<file path="src/rtl/lv_pkg.sv">
// Shared definitions for the LV-side IO conditioning path: channel indices and
// the idle level each pad is expected to rest at.
package lv_pkg;

    localparam int IO_PWM     = 0;
    localparam int IO_PWMA    = 1;
    localparam int IO_INTA    = 2;
    localparam int IO_INTB    = 3;
    localparam int IO_FSSTATE = 4;
    localparam int IO_FSENB_N = 5;

    localparam int LV_IO_NCH = 6;

    // inta, intb and fsenb_n idle high; everything else idles low
    localparam logic [LV_IO_NCH-1:0] LV_IO_RST_VAL = 6'b101100;

endpackage

</file>
<file path="src/rtl/lv_io_flt_ch.sv">
// One conditioning channel: synchroniser, stability counter, registered edge
// pulses and a sticky flag recording that a short pulse was thrown away.
module lv_io_flt_ch #(
    parameter int   SYNC_STAGES = 2,
    parameter int   FLT_W       = 4,
    parameter logic RST_BIT     = 1'b0
) (
    input  logic             i_clk,
    input  logic             i_rst,
    input  logic             i_raw,
    input  logic [FLT_W-1:0] i_len,
    input  logic             i_glitch_clr,
    output logic             o_filt,
    output logic             o_rise,
    output logic             o_fall,
    output logic             o_glitch
);

    localparam logic [FLT_W:0] CNT_ONE = (FLT_W+1)'(1);

    logic [SYNC_STAGES-1:0] sync_q;
    logic [FLT_W-1:0]       cnt_q;
    logic                   filt_q;
    logic                   rise_q;
    logic                   fall_q;
    logic                   glitch_q;

    logic                   sync_s;
    logic [FLT_W:0]         cnt_inc;
    logic                   differs;
    logic                   settle;
    logic                   reject;

    assign sync_s  = sync_q[SYNC_STAGES-1];
    assign cnt_inc = {1'b0, cnt_q} + CNT_ONE;
    assign differs = (sync_s != filt_q);
    // >= rather than == so a shortened length releases a long-running count at once
    assign settle  = differs && (cnt_inc >= {1'b0, i_len});
    assign reject  = !differs && (cnt_q != '0);

    always_ff @(posedge i_clk or posedge i_rst) begin
        if (i_rst) begin
            sync_q   <= {SYNC_STAGES{RST_BIT}};
            cnt_q    <= '0;
            filt_q   <= RST_BIT;
            rise_q   <= 1'b0;
            fall_q   <= 1'b0;
            glitch_q <= 1'b0;
        end else begin
            sync_q <= {sync_q[SYNC_STAGES-2:0], i_raw};
            rise_q <= 1'b0;
            fall_q <= 1'b0;
            if (!differs) begin
                cnt_q <= '0;
            end else if (settle) begin
                filt_q <= sync_s;
                cnt_q  <= '0;
                rise_q <= sync_s;
                fall_q <= !sync_s;
            end else begin
                cnt_q <= cnt_inc[FLT_W-1:0];
            end
            // a rejection in the same cycle as a clear must not be lost
            if (reject) begin
                glitch_q <= 1'b1;
            end else if (i_glitch_clr) begin
                glitch_q <= 1'b0;
            end
        end
    end

    assign o_filt   = filt_q;
    assign o_rise   = rise_q;
    assign o_fall   = fall_q;
    assign o_glitch = glitch_q;

endmodule

</file>
<file path="src/rtl/lv_io_deglitch.sv">
// Input conditioning for the LV core IO pins: one filter channel per pad, a
// shared filter length with zero read as one, and a scan-mode bypass.
module lv_io_deglitch
    import lv_pkg::*;
#(
    parameter int             NCH         = LV_IO_NCH,
    parameter int             SYNC_STAGES = 2,
    parameter int             FLT_W       = 4,
    parameter logic [NCH-1:0] RST_VAL     = LV_IO_RST_VAL
) (
    input  logic             i_clk,
    input  logic             i_rst,
    input  logic             i_scan_mode,
    input  logic [NCH-1:0]   i_io_raw,
    input  logic [FLT_W-1:0] i_flt_len,
    input  logic             i_glitch_clr,
    output logic [NCH-1:0]   o_io_filt,
    output logic [NCH-1:0]   o_io_rise,
    output logic [NCH-1:0]   o_io_fall,
    output logic [NCH-1:0]   o_glitch_flag
);

    logic [FLT_W-1:0] len_eff;
    logic [NCH-1:0]   filt_int;
    logic [NCH-1:0]   rise_int;
    logic [NCH-1:0]   fall_int;

    assign len_eff = (i_flt_len == '0) ? FLT_W'(1) : i_flt_len;

    for (genvar g = 0; g < NCH; g++) begin : g_ch
        lv_io_flt_ch #(
            .SYNC_STAGES (SYNC_STAGES),
            .FLT_W       (FLT_W),
            .RST_BIT     (RST_VAL[g])
        ) u_ch (
            .i_clk        (i_clk),
            .i_rst        (i_rst),
            .i_raw        (i_io_raw[g]),
            .i_len        (len_eff),
            .i_glitch_clr (i_glitch_clr),
            .o_filt       (filt_int[g]),
            .o_rise       (rise_int[g]),
            .o_fall       (fall_int[g]),
            .o_glitch     (o_glitch_flag[g])
        );
    end

    // Scan bypass is purely combinational; the filters keep running behind it
    always_comb begin
        o_io_filt = filt_int;
        o_io_rise = rise_int;
        o_io_fall = fall_int;
        if (i_scan_mode) begin
            o_io_filt = i_io_raw;
            o_io_rise = '0;
            o_io_fall = '0;
        end
    end

endmodule

</file>
<file path="config.mk">
export PLATFORM = sky130hd
export DESIGN_NAME = lv_io_deglitch
export DESIGN_NICKNAME = d
export VERILOG_FILES = /design/src/rtl/lv_pkg.sv /design/src/rtl/lv_io_flt_ch.sv /design/src/rtl/lv_io_deglitch.sv
export SDC_FILE = /design/constraint.sdc
export NUM_CORES = 1
export LEC_CHECK = 0
export CAP_MARGIN = 30
export CORE_MARGIN = 10
export CORE_UTILIZATION = 45
export DETAILED_ROUTE_END_ITERATION = 16
export HOLD_SLACK_MARGIN = 0.08
export MAX_ROUTING_LAYER = met4
export PLACE_DENSITY = 0.67
export SLEW_MARGIN = 25
export SYNTH_ARGS = -nofsm -noshare
export SYNTH_HDL_FRONTEND = slang
export SYNTH_SLANG_ARGS = --single-unit
</file>
<file path="constraint.sdc">
create_clock -name i_clk -period 2.81 [get_ports i_clk]
set_clock_uncertainty 0.1 [all_clocks]
set_input_delay 0.843 -clock i_clk [delete_from_list [all_inputs] [get_ports i_clk]]
set_output_delay 0.843 -clock i_clk [all_outputs]
set_load 0.02 [all_outputs]
</file>
==> summary.txt, run 1 <==
Power
  – Lkg Pwr: 1.847 nW
  – Pwr per Cell Area: around 840 nW/µm²
  – Peak supply drop: 437.5 µV

Critical path
  – Critical Path, Cell by Cell: dlygate4sd2_1 -> buf_12 -> buf_4 -> nor2b_1 -> clkdlybuf4s15_2
  – Worst path max stage delay: about 0.27 ns
  – Crit start category: input port
  – Required time of the worst setup path: 1.87 ns
  – Critical-path cell with the highest stage delay: dlygate4sd2_1
  – Arr. time, crit path: 1.79 ns
  – Register-to-Register Path Depth: 7
  – Worst setup path startpoint: i_scan_mode
  – Maximum fanout along the worst path: 7
  – R2r endpoint: g_ch[5].u_ch.o_filt
  – Critical path type: input port to primary output
  – Beginning of the worst register-to-register path: g_ch[5].u_ch.cnt_q[0]
  – Endpoint type of the worst setup path: primary output
  – Setup slack of the most critical reg-to-reg path: around 0.54 ns
  – CP Capture Point: o_io_rise[2]

Logic synthesis
  – FF+latch count, synth: 60
  – Post-synthesis sequential area ratio: 49.13%
  – Async S/R FF share, synth: 100.0%
  – Combined area of all synthesized cells: 3079 µm²
  – Instance count of the mapped netlist: 263
  – Number of distinct standard cells referenced by the synthesized netlist: 30
  – Primary flip-flop cell chosen by synthesis mapping: dfrtp_1
  – Number of enable flip-flop cells after synthesis: 0
  – Post-synthesis area per instance: 11.71 µm²
  – Warnings from Yosys: 0
  – Post-Synthesis Net Count: 307

Clock network
  – Clock transition at the register clock pins on the worst setup and hold paths after CTS: approximately 0.070 ns
  – Clock root buffer: clkbuf_8
  – CTS tree: done
  – Worst-skew pair later-pin latency: 0.33 ns
  – H-tree levels: 3
  – Clk sinks: 60
  – CTS Buffer Depth: 2
  – Setup bufs post-CTS: 0
  – Total CTS buffers: 9

STA
  – Pins Over Slew Limit: 0
  – Maximum operating frequency: 365.9 MHz
  – Worst slack on hold paths: ~0.25 ns
  – Unrepaired setup endpoints after global routing: no
  – Worst-margin pin slew: 0.3902 ns
  – Final Cycle Share: 97.25%
  – Final setup violating endpoints: 0
  – Final min period: roughly 2.7 ns
  – Worst slew margin: 73.99%
  – Number of failing hold endpoints at the final stage: 0

Finish
  – Proportion of layout cells with a drive suffix above 1: 27.69%
  – Antenna cell count: 0
  – Commonest non-fill, non-tap cells in the layout: dfrtp_1 (51), ha_1 (30), inv_1 (23)
  – Filler Cell Count: 616
  – Design area: between 3000 and 4000 µm²
  – Number of nets in the finished design: 364
  – Synth-to-Final Area Change: 24.10%
  – Most frequent standard cell in the layout excluding fill and tap cells: dfrtp_1

Placement
  – Total cell area at the placement stage: roughly 3600 µm²
  – Number of I/O port buffers: 37
  – Detail Placement HPWL: 4.246 mm
  – Final GP Congestion: roughly 0.79

Flow run
  – Number of max-cap violations: 0

Die
  – Initial core utilization: a little under half
  – Die Outline Area: 10550 µm²
  – Horiz. Die Dim: 102.7 µm
  – DIE HEIGHT: 102.7 µm
  – Number of placement rows: 30
  – Number of ports placed on the die boundary: 38
  – Area of the core region: roughly 6700 µm²

Drt
  – Sum of routed wire length over all layers: 5.894 mm
  – Count of vias placed by the detailed router: 2010
  – Vias per cell: 4.963
  – Initial DRC Count: 40
  – First-pass iteration count of the detailed router: 4
  – Post-route antenna net violation count: 0
  – DRC violations left: 0
  – Average wire length per cell after detail routing: approximately 15 µm

Global route
  – Global router's overall resource usage: between 10% and 20%
  – Gr ovfl total: 0
  – Antenna violations before repair: 0
  – Number of global-route vias before repair: 2076
  – Pin count of the biggest net entering global routing: 32
  – Wire length of the first global-routing pass: 9.970 mm

Outcome
  – Status: completed

Worst hold path
  – Class of the most critical hold timing path: flip-flop to flip-flop
==> where the power goes <==
group / internal, mW / switching, mW / leakage [nW] / total, mW
logic: 0.661 / 0.596 / 0.994 / 1.26
clock network: 0.337 / 0.327 / 0.0889 / 0.664
registers: 1.08 / 0.185 / 0.763 / 1.27
==> stage by stage <==
step | utilization (%) | instances | setup TNS (ns) | setup slack (ns) | total power [mW]
6_report | 56.87 | 405 | 0 | 0.07716 | 3.191
5_1_grt | 56.87 | 405 | 0 | 0.01145 | 3.462
4_1_cts | 56.72 | 405 | 0 | 0.01361 | 3.232
3_5_place_dp | 54.15 | 388 | -24.09 | -0.5137 | 2.566
3_3_place_gp | 54.15 | 388 | -23.76 | -0.5093 | 2.543
2_1_floorplan | - | 263 | 0 | 0.02419 | 2.206
==> repair_timing <==
action                                  CTS  global route
gates cloned                              1             0
endpoints found under the setup margin   51             4
hold endpoints to repair                  0             0
pin swaps                                 2             1
hold buffers                              0             0
resized for setup                        68             2
==> registers in the layout, summed over array words and instances, names as in the netlist <==
name and count:
g_ch.u_ch.cnt_q 24, g_ch.u_ch.sync_q 12, g_ch.u_ch.o_fall 6, g_ch.u_ch.o_filt 6, g_ch.u_ch.o_glitch 6, g_ch.u_ch.o_rise 6
==> logic make-up (layout without fill, tap and decap cells) <==
logic type | after synthesis | count (layout) | synth area share (%)
compound gates | 36 | 36 | 9.224
mux | 12 | 12 | 4.876
buf+inv | 33 | 95 | 4.754
simple gates | 68 | 68 | 12.52
xor+xnor | 18 | 18 | 5.120
fa+ha+maj | 36 | 36 | 14.38
flops | 60 | 60 | 49.13
==> cell usage after synthesis, drive strengths merged, types with 5 or more instances <==
cell type	number	area, µm²
dfrtp	51	1276
ha	30	375.4
inv	25	93.84
nor2	19	71.32
nor2b	19	121.4
xnor2	13	113.9
mux2	12	150.2
nor3b	12	90.09
a21oi	11	62.56
dfstp	9	236.5
a21o	7	52.55
buf	6	45.04
maj3	6	67.56
nand2b	6	37.54
nand3	6	30.03
and3	5	31.28
xor2	5	43.79
==> critical path: cells and delay by family <==
kind / cells / cell delay, ns
buf+inv: 4 / 0.84
simple gates: 1 / 0.10
==> worst min-delay path by stage <==
stage / start / endpoint / slack (ns) / cells after the start
3_5_place_dp: g_ch[4].u_ch.sync_q[0] / g_ch[4].u_ch.sync_q[1] / 0.24 / 0
6_report: g_ch[4].u_ch.sync_q[0] / g_ch[4].u_ch.sync_q[1] / 0.25 / 0
2_1_floorplan: g_ch[0].u_ch.sync_q[0] / g_ch[0].u_ch.sync_q[1] / 0.23 / 0
4_1_cts: g_ch[4].u_ch.sync_q[0] / g_ch[4].u_ch.sync_q[1] / 0.25 / 0
3_3_place_gp: g_ch[0].u_ch.sync_q[0] / g_ch[0].u_ch.sync_q[1] / 0.23 / 0
5_1_grt: g_ch[0].u_ch.sync_q[0] / g_ch[0].u_ch.sync_q[1] / 0.26 / 0
==> routing by layer <==
| layer | share of wire [%] | GRT usage (%) | up-vias | routed length, µm |
|---|---|---|---|---|
| li1 | - | - | 1000 | - |
| met1 | 47 | 15.05 | 969 | 2788 |
| met2 | 47 | 19.43 | 30 | 2751 |
| met3 | 3.5 | 3.418 | 11 | 207 |
| met4 | 2.5 | 7.592 | 0 | 146 |
| met5 | 0 | - | - | 0 |
==> layout make-up <==
cell class	count	area [µm²]	area share (%)
Tap cell	80	100.1	2.620
Inverter	25	93.84	2.456
Sequential cell	60	1513	39.59
Timing Repair Buffer	54	505.5	13.23
Clock buffer	11	141.4	3.700
Multi-Input combinational cell	170	1440	37.69
Clock inverter	5	27.53	0.7204
Note: power is estimated with default switching activity, not from simulation.
==> run 2, diff against run 1 <==
DONT_BUFFER_PORTS = 1   (was not set)
MAX_ROUTING_LAYER = not set   (was met4)
PLACE_DENSITY = not set   (was 0.67)
==> summary.txt, run 2 (synthesis gave the netlist of run 1 again) <==
STA
  – Maximum operating frequency: 411.9 MHz
  – Fin Setup TNS: 0 ns
  – Final min period: 2.428 ns
  – Final setup violating endpoints: 0
  – Unrepaired setup endpoints after global routing: no
  – Pins Over Slew Limit: 0
  – Worst slew margin: 71.27%
  – Worst-margin pin slew: 0.4300 ns
  – Final Cycle Share: 86.40%
  – Number of failing hold endpoints at the final stage: 0

Finish
  – Synth-to-Final Area Change: 9.671%
  – Multi-input gate area in the final layout: 1429 µm²
  – Register cell area after layout: 1513 µm²
  – Most frequent standard cell in the layout excluding fill and tap cells: dfrtp_1
  – Most flop-heavy register: g_ch.u_ch.cnt_q
  – Largest registers: g_ch.u_ch.cnt_q x24, g_ch.u_ch.sync_q x12
  – Filler Cell Count: 621
  – Number of nets in the finished design: 315
  – Flip-flop count of the largest register after layout: 24
  – Proportion of layout cells with a drive suffix above 1: 20.65%
  – Commonest non-fill, non-tap cells in the layout: dfrtp_1 (51), ha_1 (30), inv_1 (24)
  – Core utilization of the finished layout: 50.26%
  – Antenna cell count: 0

Drt
  – First-pass iteration count of the detailed router: 4
  – Average wire length per cell after detail routing: 15.55 µm
  – Post-route antenna net violation count: 0
  – DRC violations left: 0
  – Initial DRC Count: 33
  – Vias per cell: a little over 5
  – Count of vias placed by the detailed router: ~1800
  – Sum of routed wire length over all layers: 5.536 mm

Global route
  – Number of global-route vias before repair: 1909
  – Antenna violations before repair: 0
  – Global router's overall resource usage: around an eighth
  – Gr ovfl total: 0
  – Pin count of the biggest net entering global routing: 61
  – GRT met3 Usage: between 5 and 6%
  – Global routing met2 resource utilization: 18.01%
  – Met1 routing resource usage after global routing: 13.81%
  – Wire length of the first global-routing pass: approximately 9.5 mm
  – Most used routing layer in global routing: met2

Die
  – DIE HEIGHT: 102.7 µm
  – Area of the core region: 6719 µm²
  – Initial core utilization: between 40 and 50%
  – Horiz. Die Dim: 102.7 µm
  – Number of ports placed on the die boundary: 38
  – Number of placement rows: 30
  – Die Outline Area: 10550 µm²

Clock network
  – Clock transition at the register clock pins on the worst setup and hold paths after CTS: 0.06 ns
  – Clk sinks: 60
  – Total CTS buffers: 9
  – Number of buffers inserted for hold repair after clock tree synthesis: 0
  – Clock root buffer: clkbuf_8
  – CTS Buffer Depth: 2
  – Resized Gates After CTS: 0
  – Setup bufs post-CTS: 0
  – H-tree levels: 3
  – CTS tree: done
  – Worst-skew pair later-pin latency: 0.33 ns

Critical path
  – CP Buf/Inv Count: 1
  – Arr. time, crit path: about 2.6 ns
  – Worst path max stage delay: 0.34 ns
  – Critical path type: input port to flip-flop
  – Critical-path cell with the highest stage delay: mux2_2
  – Crit-path leading delay family: compound AO/OA/AOI/OAI gates
  – Endpoint type of the worst setup path: flip-flop
  – Critical Path, Cell by Cell: inv_1 -> a31o_4 -> ha_1 -> nand2b_1 -> a21o_1 -> maj3_2 -> a21oi_2 -> mux2_2
  – Crit start category: input port
  – Maximum fanout along the worst path: 6
  – Required time of the worst setup path: 2.97 ns

Power
  – Lkg Pwr: between 1.5 and 2 nW
  – Fraction of power consumed by the clock network: 23.5%
  – Pwr per Cell Area: 914.9 nW/µm²
  – Fraction of power spent switching nets: 34.54%
  – Pint: 2.023 mW
  – Register share of total power: 43.1%
  – Combinational cell fraction of total power: 33.3%
  – Switching component of the power: 1.067 mW
  – Peak supply drop: 422.7 µV

Placement
  – Final GP Congestion: 0.7679
  – Number of I/O port buffers: 0
  – Detail Placement HPWL: around 4 mm

Flow run
  – Number of max-cap violations: 0

Outcome
  – Status: completed

Worst hold path
  – Class of the most critical hold timing path: flip-flop to flip-flop
-- run 2: metrics by stage --
| step | instance area [µm²] | setup slack (ns) | power (mW) | hold WS [ns] | std cells |
|---|---|---|---|---|---|
| after global placement | 3186 | 0.05398 | 2.380 | 0.2322 | 340 |
| final | 3377 | 0.3823 | 3.090 | 0.2471 | 356 |
| after CTS | 3377 | 0.3908 | 3.155 | 0.2514 | 356 |
| after global routing | 3377 | 0.3287 | 3.348 | 0.2600 | 356 |
| after floorplan | 3088 | 0.02419 | 2.206 | 0.2312 | 263 |
| after detailed placement | 3186 | 0.03253 | 2.403 | 0.2364 | 340 |
-- run 2: worst paths after layout --
path	start	end	slack, ns	depth (start not counted)
hold / removal	g_ch[0].u_ch.sync_q[0]	g_ch[0].u_ch.sync_q[1]	0.25	0
setup / recovery	i_flt_len[3]	g_ch[5].u_ch.o_filt	0.38	8
max in group asynchronous	i_rst	g_ch[3].u_ch.o_filt	1.95	2
setup reg to reg	g_ch[5].u_ch.cnt_q[0]	g_ch[5].u_ch.o_filt	0.49	7
min in group asynchronous	i_rst	g_ch[0].u_ch.o_glitch	0.36	2
hold reg to reg	g_ch[0].u_ch.sync_q[0]	g_ch[0].u_ch.sync_q[1]	0.25	0
-- run 2: layer usage --
layer | up-vias | part of all wire, %
met3 | 7 | 7.4
met2 | 31 | 46
met4 | 0 | 1.5
met1 | 894 | 45
met5 | - | 0
li1 | 896 | -
-- run 2: area by class of cell --
cell class	count	area share [%]
clock inverters	1	0.1482
clock buffers	15	5.521
flip-flops and latches	60	44.79
multi-input cells	170	42.31
repair buffers	5	1.482
inverters	25	2.779
well taps	80	2.964
-- run 2: worst register-to-register path, cell delays in order, from the launching register on --
cell and delay, ns:
dfrtp_1 0.44, inv_1 0.07, ha_1 0.33, ha_1 0.30, a21o_1 0.16, maj3_2 0.33
a21oi_2 0.17, mux2_2 0.34
-- run 2: power groups by stage --
stage                     registers (mW)  logic (mW)  clock network (mW)
after floorplan                     1.23       0.972                   0
after global placement              1.35        1.03                   0
after detailed placement            1.35        1.05                   0
after CTS                           1.34        1.06               0.756
after global routing                1.38        1.18               0.794
final                               1.33        1.03               0.728
